[src/rtl/hex_disp_pkg.sv]
// Shared constants and the leading-zero visibility helper for the
// multiplexed seven-segment display scanner.
package hex_disp_pkg;

   localparam logic [6:0] SEG_BLANK  = 7'h7F;
   localparam int         NIBBLE_W   = 4;
   localparam int         MAX_DIGITS = 8;
   localparam int         LZ_W       = MAX_DIGITS * NIBBLE_W;

   // Bit k is 1 when digit k survives leading-zero suppression. Digit 0 is
   // always kept so a zero value still shows a single "0".
   function automatic logic [MAX_DIGITS-1:0] lz_visible(
      input logic [LZ_W-1:0] value,
      input int              num_digits,
      input logic            lz_suppress
   );
      logic [MAX_DIGITS-1:0] vis;
      logic                  seen_nonzero;
      vis          = '0;
      seen_nonzero = 1'b0;
      for (int k = MAX_DIGITS - 1; k >= 0; k--) begin
         if (k < num_digits) begin
            seen_nonzero = seen_nonzero | (value[k*NIBBLE_W +: NIBBLE_W] != 4'h0);
            vis[k]       = !lz_suppress || seen_nonzero || (k == 0);
         end
      end
      return vis;
   endfunction

endpackage

[src/rtl/hex_display_scanner_hexdigit.sv]
// Hex nibble to active-low seven-segment pattern, bit order {g,f,e,d,c,b,a}.
module hex_display_scanner_hexdigit
   import hex_disp_pkg::*;
(
   input  logic [NIBBLE_W-1:0] nibble,
   output logic [6:0]          seg_n
);

   always_comb begin
      seg_n = SEG_BLANK;
      case (nibble)
         4'h0: seg_n = 7'h40;
         4'h1: seg_n = 7'h79;
         4'h2: seg_n = 7'h24;
         4'h3: seg_n = 7'h30;
         4'h4: seg_n = 7'h19;
         4'h5: seg_n = 7'h12;
         4'h6: seg_n = 7'h02;
         4'h7: seg_n = 7'h78;
         4'h8: seg_n = 7'h00;
         4'h9: seg_n = 7'h10;
         4'hA: seg_n = 7'h08;
         4'hB: seg_n = 7'h03;
         4'hC: seg_n = 7'h46;
         4'hD: seg_n = 7'h21;
         4'hE: seg_n = 7'h06;
         4'hF: seg_n = 7'h0E;
         default: seg_n = SEG_BLANK;
      endcase
   end

endmodule

[src/rtl/hex_display_scanner.sv]
// Scans NUM_DIGITS common-anode digits from a shadow register that only
// reloads at frame boundaries, so a frame never shows a torn value.
module hex_display_scanner
   import hex_disp_pkg::*;
#(
   parameter int NUM_DIGITS   = 4,
   parameter int REFRESH_DIV  = 50000,
   parameter int BLANK_CYCLES = 64
) (
   input  logic                           clk,
   input  logic                           reset,
   input  logic [NIBBLE_W*NUM_DIGITS-1:0] value_in,
   input  logic                           load_req,
   output logic                           load_ack,
   input  logic [NUM_DIGITS-1:0]          blank_mask,
   input  logic                           lz_suppress,
   output logic [6:0]                     seg_n,
   output logic [NUM_DIGITS-1:0]          digit_n,
   output logic                           frame_done
);

   localparam int PRE_W = $clog2(REFRESH_DIV);
   localparam int IDX_W = (NUM_DIGITS > 2) ? $clog2(NUM_DIGITS) : 1;
   localparam int VAL_W = NIBBLE_W * NUM_DIGITS;

   logic [PRE_W-1:0]      pre_q, pre_d;
   logic [IDX_W-1:0]      idx_q, idx_d;
   logic [VAL_W-1:0]      shadow_q, shadow_d;
   logic [6:0]            seg_n_q, seg_n_d;
   logic [NUM_DIGITS-1:0] digit_n_q, digit_n_d;
   logic                  load_ack_q, load_ack_d;
   logic                  frame_done_q, frame_done_d;

   logic                  pre_wrap;
   logic                  idx_last;
   logic                  frame_boundary;
   logic                  in_blank;
   logic                  digit_visible;
   logic [MAX_DIGITS-1:0] lz_vis;
   logic [NIBBLE_W-1:0]   cur_nibble;
   logic [6:0]            dec_seg_n;

   assign pre_wrap       = (pre_q == PRE_W'(REFRESH_DIV - 1));
   assign idx_last       = (idx_q == IDX_W'(NUM_DIGITS - 1));
   assign frame_boundary = pre_wrap && idx_last;

   // A zero-length blanking window must not produce an always-false compare.
   generate
      if (BLANK_CYCLES > 0) begin : g_blank
         assign in_blank = (pre_q < PRE_W'(BLANK_CYCLES));
      end else begin : g_no_blank
         assign in_blank = 1'b0;
      end
   endgenerate

   assign lz_vis        = lz_visible(LZ_W'(shadow_q), NUM_DIGITS, lz_suppress);
   assign digit_visible = lz_vis[idx_q] && !blank_mask[idx_q];
   assign cur_nibble    = shadow_q[int'(idx_q)*NIBBLE_W +: NIBBLE_W];

   hex_display_scanner_hexdigit u_hexdigit (
      .nibble (cur_nibble),
      .seg_n  (dec_seg_n)
   );

   always_comb begin
      pre_d = pre_q + PRE_W'(1);
      idx_d = idx_q;
      if (pre_wrap) begin
         pre_d = '0;
         idx_d = idx_last ? '0 : idx_q + IDX_W'(1);
      end
   end

   // Shadow capture and its ack share one edge, so the ack cycle already
   // drives the new value into the scan.
   always_comb begin
      frame_done_d = frame_boundary;
      load_ack_d   = frame_boundary && load_req;
      shadow_d     = load_ack_d ? value_in : shadow_q;
   end

   always_comb begin
      seg_n_d   = SEG_BLANK;
      digit_n_d = '1;
      if (!in_blank && digit_visible) begin
         digit_n_d = ~(NUM_DIGITS'(1) << idx_q);
         seg_n_d   = dec_seg_n;
      end
   end

   always_ff @(posedge clk) begin
      if (reset) begin
         pre_q        <= '0;
         idx_q        <= '0;
         shadow_q     <= '0;
         seg_n_q      <= SEG_BLANK;
         digit_n_q    <= '1;
         load_ack_q   <= 1'b0;
         frame_done_q <= 1'b0;
      end else begin
         pre_q        <= pre_d;
         idx_q        <= idx_d;
         shadow_q     <= shadow_d;
         seg_n_q      <= seg_n_d;
         digit_n_q    <= digit_n_d;
         load_ack_q   <= load_ack_d;
         frame_done_q <= frame_done_d;
      end
   end

   assign seg_n      = seg_n_q;
   assign digit_n    = digit_n_q;
   assign load_ack   = load_ack_q;
   assign frame_done = frame_done_q;

endmodule

[config.mk]
export PLATFORM = sky130hd
export DESIGN_NAME = hex_display_scanner
export DESIGN_NICKNAME = d
export VERILOG_FILES = /design/src/rtl/hex_disp_pkg.sv /design/src/rtl/hex_display_scanner_hexdigit.sv /design/src/rtl/hex_display_scanner.sv
export SDC_FILE = /design/constraint.sdc
export NUM_CORES = 1
export LEC_CHECK = 0
export ABC_AREA = 0
export CAP_MARGIN = 0
export CELL_PAD_IN_SITES_DETAIL_PLACEMENT = 1
export CELL_PAD_IN_SITES_GLOBAL_PLACEMENT = 1
export CORE_ASPECT_RATIO = 1.2
export CORE_MARGIN = 2
export CORE_UTILIZATION = 38
export CTS_BUF_LIST = sky130_fd_sc_hd__clkbuf_2 sky130_fd_sc_hd__clkbuf_4 sky130_fd_sc_hd__clkbuf_8
export CTS_CLUSTER_SIZE = 16
export DETAILED_ROUTE_END_ITERATION = 7
export HOLD_SLACK_MARGIN = 0.15
export PLACE_DENSITY = 0.83
export SYNTH_ARGS = -nofsm -noshare
export SYNTH_HDL_FRONTEND = slang
export SYNTH_SLANG_ARGS = --single-unit
[constraint.sdc]
create_clock -name clk -period 2.4 [get_ports clk]
set_input_delay 0.36 -clock clk [delete_from_list [all_inputs] [get_ports clk]]
set_output_delay 0.36 -clock clk [all_outputs]
set_load 0.005 [all_outputs]
# After elaboration in Yosys (flattened, before gate mapping)
# Memories as Yosys holds them, arrays and structs flattened. A register that Yosys moved wholly into a read port is not among the register bits.
# Index checks and enable logic that the tools add are counted.
[classes]
eq_ne = 2
magnitude_cmp = 3
bitwise = 4
shift = 2
n_addsub = 2
muxes = 5
reduce_logical = 15
[op_table]
columns = ["op", "count"]
rows = [
  ["16-bit by 1-bit adder with 16-bit output, second input constant", 1],
  ["16-bit == test, second input constant", 1],
  ["16-bit by 7-bit less-than comparator with 1-bit output, second input constant", 1],
  ["16-bit by 5-bit indexed part select with 4-bit output", 1],
  ["4-bit nonzero test", 3],
  ["1-bit binary-select mux with 2-bit select", 2],
  ["1-bit logical AND", 4],
  ["2-bit by 4-bit less-than comparator with 1-bit output, second input constant", 1],
  ["4-bit NOT", 1],
  ["2-bit OR reduction", 2],
  ["1-bit by 2-bit left shift with 4-bit output, first input constant", 1],
  ["1-bit logical NOT", 3],
  ["1-bit logical OR", 3],
  ["2-bit by 3-bit less-than comparator with 1-bit output, second input constant", 1],
  ["2-bit by 1-bit adder with 2-bit output, second input constant", 1],
  ["2-bit == test, second input constant", 1],
  ["1-bit 2-to-1 mux", 2],
  ["2-bit 2-to-1 mux", 1],
  ["1-bit bitwise OR", 2],
  ["1-bit NOT", 1],
]
[word_totals]
regBits = 40
output_inout_bits = 13
wordCells = 40
mem_bits_ro = 112
input_bits = 24
mem_count = 1
[mem_list]
columns = ["name", "words", "word_bits", "read_ports", "rd_ports_with_merged_regs", "write_ports", "line_no", "source"]
rows = [
  ["(no name shown)", 16, 7, 1, 1, 0, "hex_display_scanner_hexdigit.sv:11", "case (nibble)"],
]

# Logic depth before layout (Yosys ltp)
# Gate-level depths: netlist (run 1).
[depth]
word_depth = 10
ltp_mapped = 9
depth_no_buf = 7

# By module
# A second synthesis (run 1) with hierarchy kept.
[hier_totals]
cells_unflattened = 250
area_unflattened_um2 = 2496.1
[modules_own_cells]
columns = ["module", "area_per_inst_um2", "cells_each", "instances", "seq_area_each_um2"]
rows = [
  ["hex_display_scanner", 2220.9, 218, 1, 940.9],
  ["hex_display_scanner_hexdigit", 275.3, 32, 1, 0.0],
]

# Least setup slack after synthesis (run 1)
# No wires, ideal clock.
[synth_path]
path_type = "reg-to-reg"
from = "register idx_q[0]"
to = "register seg_n_q[3] (netlist: seg_n[3])"
n_path_buf = 2
setup_time_ps = 125
t_required_ps = 2275
arrival_ps = 2268
path_stages_with_launch = 9
slack_ps = 6
period_less_slack_ps = 2394
path_cell_list = "dfxtp_1 > buf_2 > clkbuf_1 > mux4_2 > inv_1 > ha_1 > inv_1 > mux4_2 > nand2b_1"
[synth_between]
elab_chain_cells = 7
elab_cells_between_ends = 10
cone_classes = "shift: 1; mux: 4; bitwise: 1; reduce/logical: 4"
[synth_rtl]
columns = ["item", "line_no", "source"]
rows = [
  ["start: declaration", "hex_display_scanner.sv:27", "logic [IDX_W-1:0] idx_q, idx_d;"],
  ["start signal: assignment", "hex_display_scanner.sv:102", "idx_q <= idx_d;"],
  ["1-bit binary-select mux with 2-bit select", "hex_display_scanner.sv:57", "assign digit_visible = lz_vis[idx_q] && !blank_mask[idx_q];"],
  ["1-bit 2-to-1 mux (not written as such)", "hex_display_scanner.sv:57", ""],
  ["1-bit logical NOT", "hex_display_scanner.sv:57", ""],
  ["1-bit logical AND", "hex_display_scanner.sv:57", ""],
  ["1-bit logical AND", "hex_display_scanner.sv:85", "if (!in_blank && digit_visible) begin"],
  ["1-bit NOT (no source line)", "--", ""],
  ["2-bit OR reduction (no source line)", "--", ""],
  ["end: declaration", "hex_display_scanner.sv:29", "logic [6:0] seg_n_q, seg_n_d;"],
]
# Several ways; a longest one is shown, not always the timed one. The select of a mux whose other input is x is not followed.
# A chain may end at the register's enable or synchronous reset.

# Worst setup path in the final report (run 1)
# Ends and elaborated chain as after synthesis.

==> results of run 1 <==
## routing by layer
metal  wire length [um]  track usage (%)  vias to the layer above
li1                   -                -                      880
met1               2230             21.3                      846
met2               2440             28.4                       40
met3                201             3.22                        7
met4                 78             5.79                        0
met5                  0                0                        -
## state kept, by name, indices dropped and copies added, names as in the netlist
name / flops
digit_n: 4
frame_done: 1
idx_q: 2
load_ack: 1
pre_q: 16
seg_n: 7
shadow_q: 16
## cell usage in the layout (no fill, tap or decap), types with 2 or more instances in the layout
master and instances:
mux2_2 3, ha_1 11, nor3_1 5, nor2_1 37, buf_4 6, mux4_2 5, xnor2_1 5, nand3_1 6
nand2b_1 7, nand4_1 6, clkbuf_8 7, and4_1 2, dfxtp_1 47, xor2_1 10, a21o_1 2, clkdlybuf4s50_1 36
o211ai_1 3, o21ai_0 4, mux2i_1 18, and3_1 3, a21oi_1 4, inv_1 7, nor4_1 5, nand2_1 19
## per-stage QoR
stage	setup WS (ps)	total power, W	cells	utilization [%]	cell area [um2]
after floorplan	6.17	0.000823	233	-	2240
after global placement	311	0.000867	344	47.4	2690
after detailed placement	208	0.000871	344	47.4	2690
after CTS	193	0.00140	352	49.3	2790
after global routing	78.0	0.00144	352	49.3	2790
final	198	0.00138	352	49.3	2790
## synthesized netlist by cell type, types with 2 or more instances
library cell	n	area [um2]
a21o_1	2	15.0
a21oi_1	4	20.0
and3_1	3	18.8
and4_1	2	17.5
buf_2	2	10.0
clkbuf_1	6	22.5
dfxtp_1	47	941
ha_1	11	138
inv_1	7	26.3
mux2_2	3	33.8
mux2i_1	18	180
mux4_2	5	113
nand2_1	19	71.3
nand2b_1	7	43.8
nand3_1	6	30.0
nand4_1	6	37.5
nor2_1	37	139
nor3_1	5	25.0
nor4_1	5	31.3
o211ai_1	3	22.5
o21ai_0	4	20.0
xnor2_1	5	43.8
xor2_1	10	87.6
## path summary, 6_finish.rpt
kind	start	to	slack (ps)	cells after the start
setup / recovery	idx_q[0]	seg_n[3]	200	6
hold / removal	pre_q[0]	pre_q[0]	480	1
setup reg to reg	idx_q[0]	seg_n[3]	200	6
hold reg to reg	pre_q[0]	pre_q[0]	480	1
## worst register-to-register path, delay by kind of cell (launching register included)
kind	cells	cell delay [ps]
DFF	1	500
buffers and inverters	2	230
and+or+nand+nor	1	150
adders and majority gates	1	160
muxes	2	1080
## area by class of cell
| type | instances | area [um2] |
|---|---|---|
| fillers | 648 | 2880 |
| multi-input cells | 168 | 1220 |
| flip-flops and latches | 47 | 941 |
| repair buffers | 42 | 405 |
| clock buffers | 8 | 104 |
| well taps | 80 | 100 |
| inverters | 7 | 26.3 |
## where the power goes
| part | internal, W | switching, W |
|---|---|---|
| clock network | 0.000274 | 0.000256 |
| registers | 0.000783 | 0.00000398 |
| logic | 0.0000412 | 0.0000222 |
## kinds of logic after synthesis
logic type,after synthesis,share of synthesized area (%)
adder cells (fa/ha/maj),11,6.15
XOR/XNOR,15,5.87
flip-flops,47,42.0
AO/OA/AOI/OAI,18,5.25
AND/OR/NAND/NOR,98,22.5
buffers and inverters,18,3.69
multiplexers,26,14.6
==> impl_metrics.toml, run 1 <==
[worst_setup_path]
worst_setup_path_end_kind = "flop"
crit_slowest_cell = "mux4_2"
crit_path_max_incr_delay_ps = 640
startpoint_type = "flop"
crit_fanout = 8
crit_type = "reg2reg"
worst_ep_required_time_ps = 2600
cp_cell_sequence = "mux4_2 -> inv_1 -> ha_1 -> inv_1 -> mux4_2 -> nand2b_1"
arrival_ps = 2400
path_buf_inv = 2
crit_family = "multiplexers"

[synth]
synth_cells = 233
syn_avg_cell_area_um2 = 9.61
async_flop_share_pct = 0
synth.distinct_cells = 39
synth_edf_count = 0
yosys_warnings = 0
ys_seq_area_share_pct = 42.0
synth_fp_nets = 268
synthFlopType = "dfxtp_1"
ys_ff_latch = 47
netlist_area_um2 = 2240

[layout]
antenna_cells = 0
area_growth_pct = 24.7
drive_gt1_share_pct = 9.93
nNetsFinal = 306

[detailed_routing]
routed_wl_mm = 4.95
drtIter0Drc = 62
drc = 0
drtAntennaViolNets = 0
dr.pass1.iters = 4
wl_per_cell_um = 14.0
num_vias = 1773
viasPerCell = 5.04

[clock_network]
cts_sinks = 47
post_cts_buffers = 0
cts_tree = "done"
cts_max_level = 2
clkTransAtPathRegs_ps = 90
cts_inserted_buffers = 5
cts_resized = 0
cts-root-buf = "clkbuf_8"
cts_buffer_depth = 2
clk_latency_ps = 300
cts_hold_buffers = 0

[outcome]
outcome = "finished clean"

[sta]
grt_setup_unrepaired = "false"
holdWs_ps = 479
period_share_pct = 91.8
relSlewSlack_pct = 71.2
tightest_slew_ps = 428
slew_violations = 0
finalSetupViolations = 0
finalHoldViolCount = 0
fin_skew_ps = 7.33
finalSetupTns_ps = 0
period_minus_slack_ps = 2200
fmax_ghz = 0.454

[global_routing]
grt_util_all_layers_pct = 16.8
grt_start_max_net_pins = 18
grt_antenna_before_repair = 0
overflow = 0
grt_pass1_wl_mm = 8.31
first_global_vias = 1720

[placement]
portBuffers = 36
finalWeightedCongestion = 0.800
dp_hpwl_mm = 3.81

[floorplanning]
initial_core_util_pct = 39.5
io_pins = 37
dieArea_um2 = 6530
rows = 30
die_w_um = 74.1
core_um2 = 5670
die_y_um = 88.1

[power_and_ir_drop]
leakage_nw = 1.12
power.density_nw_per_um2 = 495
ir_worst_vdd_mv = 0.250

[run]
drv_cap = 0

[worst_hold_path]
hp-class = "reg2reg"
Note: power is estimated with default switching activity, not from simulation.
==> run 2: changes to the inputs <==
--- a/config.mk
+++ b/config.mk
@@ -5,7 +5,6 @@
 export SDC_FILE = /design/constraint.sdc
 export NUM_CORES = 1
 export LEC_CHECK = 0
-export ABC_AREA = 0
 export CAP_MARGIN = 0
 export CELL_PAD_IN_SITES_DETAIL_PLACEMENT = 1
 export CELL_PAD_IN_SITES_GLOBAL_PLACEMENT = 1
@@ -13,6 +12,7 @@
 export CORE_MARGIN = 2
 export CORE_UTILIZATION = 38
 export CTS_BUF_LIST = sky130_fd_sc_hd__clkbuf_2 sky130_fd_sc_hd__clkbuf_4 sky130_fd_sc_hd__clkbuf_8
+export CTS_CLUSTER_DIAMETER = 80
 export CTS_CLUSTER_SIZE = 16
 export DETAILED_ROUTE_END_ITERATION = 7
 export HOLD_SLACK_MARGIN = 0.15
==> results of run 2 <==
Same layout as run 1: the final DEF is identical, and so are final timing and power.
==> run 3: changes to the inputs <==
--- a/config.mk
+++ b/config.mk
@@ -6,10 +6,10 @@
 export NUM_CORES = 1
 export LEC_CHECK = 0
 export CAP_MARGIN = 0
-export CELL_PAD_IN_SITES_DETAIL_PLACEMENT = 1
+export CELL_PAD_IN_SITES_DETAIL_PLACEMENT = 0
 export CELL_PAD_IN_SITES_GLOBAL_PLACEMENT = 1
 export CORE_ASPECT_RATIO = 1.2
-export CORE_MARGIN = 2
+export CORE_MARGIN = 5
 export CORE_UTILIZATION = 38
 export CTS_BUF_LIST = sky130_fd_sc_hd__clkbuf_2 sky130_fd_sc_hd__clkbuf_4 sky130_fd_sc_hd__clkbuf_8
 export CTS_CLUSTER_DIAMETER = 80
==> impl_metrics.toml, run 3 (same netlist as run 1, synthesis figures left out) <==
[global_routing]
grt_pass1_wl_mm = 7.53
grt_util_all_layers_pct = 12.5
gr-usage-met2_pct = 18.5
first_global_vias = 1608
overflow = 0
grt_start_max_net_pins = 18
busiest_layer = "met2"
grt_antenna_before_repair = 0
use_met3_pct = 2.88
grt_util_met1_pct = 17.4

[sta]
fin_skew_ps = 10.6
finalHoldViolCount = 0
relSlewSlack_pct = 73.0
fmax_ghz = 0.476
tightest_slew_ps = 404
slew_violations = 0
finalSetupTns_ps = 0
period_share_pct = 87.5
finalSetupViolations = 0
period_minus_slack_ps = 2100
grt_setup_unrepaired = "false"

[floorplanning]
rows = 30
initial_core_util_pct = 39.3
io_pins = 37
core_um2 = 5710
dieArea_um2 = 7540
die_y_um = 94.1
die_w_um = 80.1

[placement]
finalWeightedCongestion = 0.821
dp_hpwl_mm = 3.25
portBuffers = 36

[worst_setup_path]
path_buf_inv = 2
worst_setup_path_end_kind = "flop"
crit_slowest_cell = "mux4_2"
worst_ep_required_time_ps = 2600
crit_path_max_incr_delay_ps = 580
arrival_ps = 2300
crit_family = "multiplexers"
cp_cell_sequence = "mux4_2 -> inv_1 -> ha_1 -> inv_1 -> mux4_2 -> nand2b_1"
crit_type = "reg2reg"
startpoint_type = "flop"
crit_fanout = 6

[detailed_routing]
drc = 0
drtAntennaViolNets = 0
wl_per_cell_um = 12.5
routed_wl_mm = 4.39
drtIter0Drc = 93
viasPerCell = 4.82
num_vias = 1697
dr.pass1.iters = 4

[clock_network]
cts_resized = 0
cts_sinks = 47
cts_max_level = 2
cts_buffer_depth = 2
clkTransAtPathRegs_ps = 90
clk_latency_ps = 300
cts_inserted_buffers = 5
cts-root-buf = "clkbuf_8"
cts_tree = "done"
post_cts_buffers = 0
cts_hold_buffers = 0

[power_and_ir_drop]
ir_worst_vdd_mv = 0.224
leakage_nw = 1.12
power.density_nw_per_um2 = 491

[layout]
final_common_cell = "dfxtp_1"
drive_gt1_share_pct = 9.93
area_growth_pct = 24.7
layout_common_cells = "47 x dfxtp_1, 37 x nor2_1, 36 x clkdlybuf4s50_1"
fin_util_pct = 48.9
nNetsFinal = 306
antenna_cells = 0

[outcome]
outcome = "finished clean"

[worst_hold_path]
hp-class = "reg2reg"

[run]
drv_cap = 0
[run 3: cell types whose count changed in the layout (fill, tap and decap cells not counted), sizes merged]
| cell | change |
|---|---|
| clkinvlp | +1 |
| clkbuf | -1 |
[run 3: final cells by class]
| cell class | count | area (um2) |
|---|---|---|
| Clock inverter | 1 | 7.51 |
| Sequential cell | 47 | 941 |
| Clock buffer | 7 | 96.3 |
| Multi-Input combinational cell | 168 | 1220 |
| Tap cell | 80 | 100 |
| Inverter | 7 | 26.3 |
| Timing Repair Buffer | 42 | 405 |
| Fill cell | 578 | 2910 |
[run 3: per-layer routing]
metal,vias up,share of wire [%]
met1,763,50
met2,44,43
met5,-,0
met4,0,1.6
li1,883,-
met3,7,5.3
[run 3: stage by stage]
step / hold WS, ps / cells / instance area, um2 / power, W / setup WS, ps
after floorplan: 426 / 233 / 2240 / 0.000823 / 6.17
after global placement: 439 / 344 / 2690 / 0.000867 / 344
after detailed placement: 452 / 344 / 2690 / 0.000868 / 320
after CTS: 473 / 352 / 2790 / 0.00139 / 300
after global routing: 513 / 352 / 2790 / 0.00143 / 200
final: 466 / 352 / 2790 / 0.00137 / 300
[run 3: final timing paths]
| kind | from | endpoint | slack [ps] | cells after the start |
|---|---|---|---|---|
| worst max register to register | idx_q[0] | seg_n[3] | 300 | 6 |
| worst max-delay path | idx_q[0] | seg_n[3] | 300 | 6 |
| worst min-delay path | pre_q[0] | pre_q[0] | 470 | 1 |
| worst min register to register | pre_q[0] | pre_q[0] | 470 | 1 |
[run 3: where the power goes]
part | leakage (nW) | internal (W) | switching, W
Sequential | 0.379 | 0.000783 | 0.00000363
Clock | 0.0505 | 0.000262 | 0.000261
Combinational | 0.689 | 0.0000409 | 0.0000207
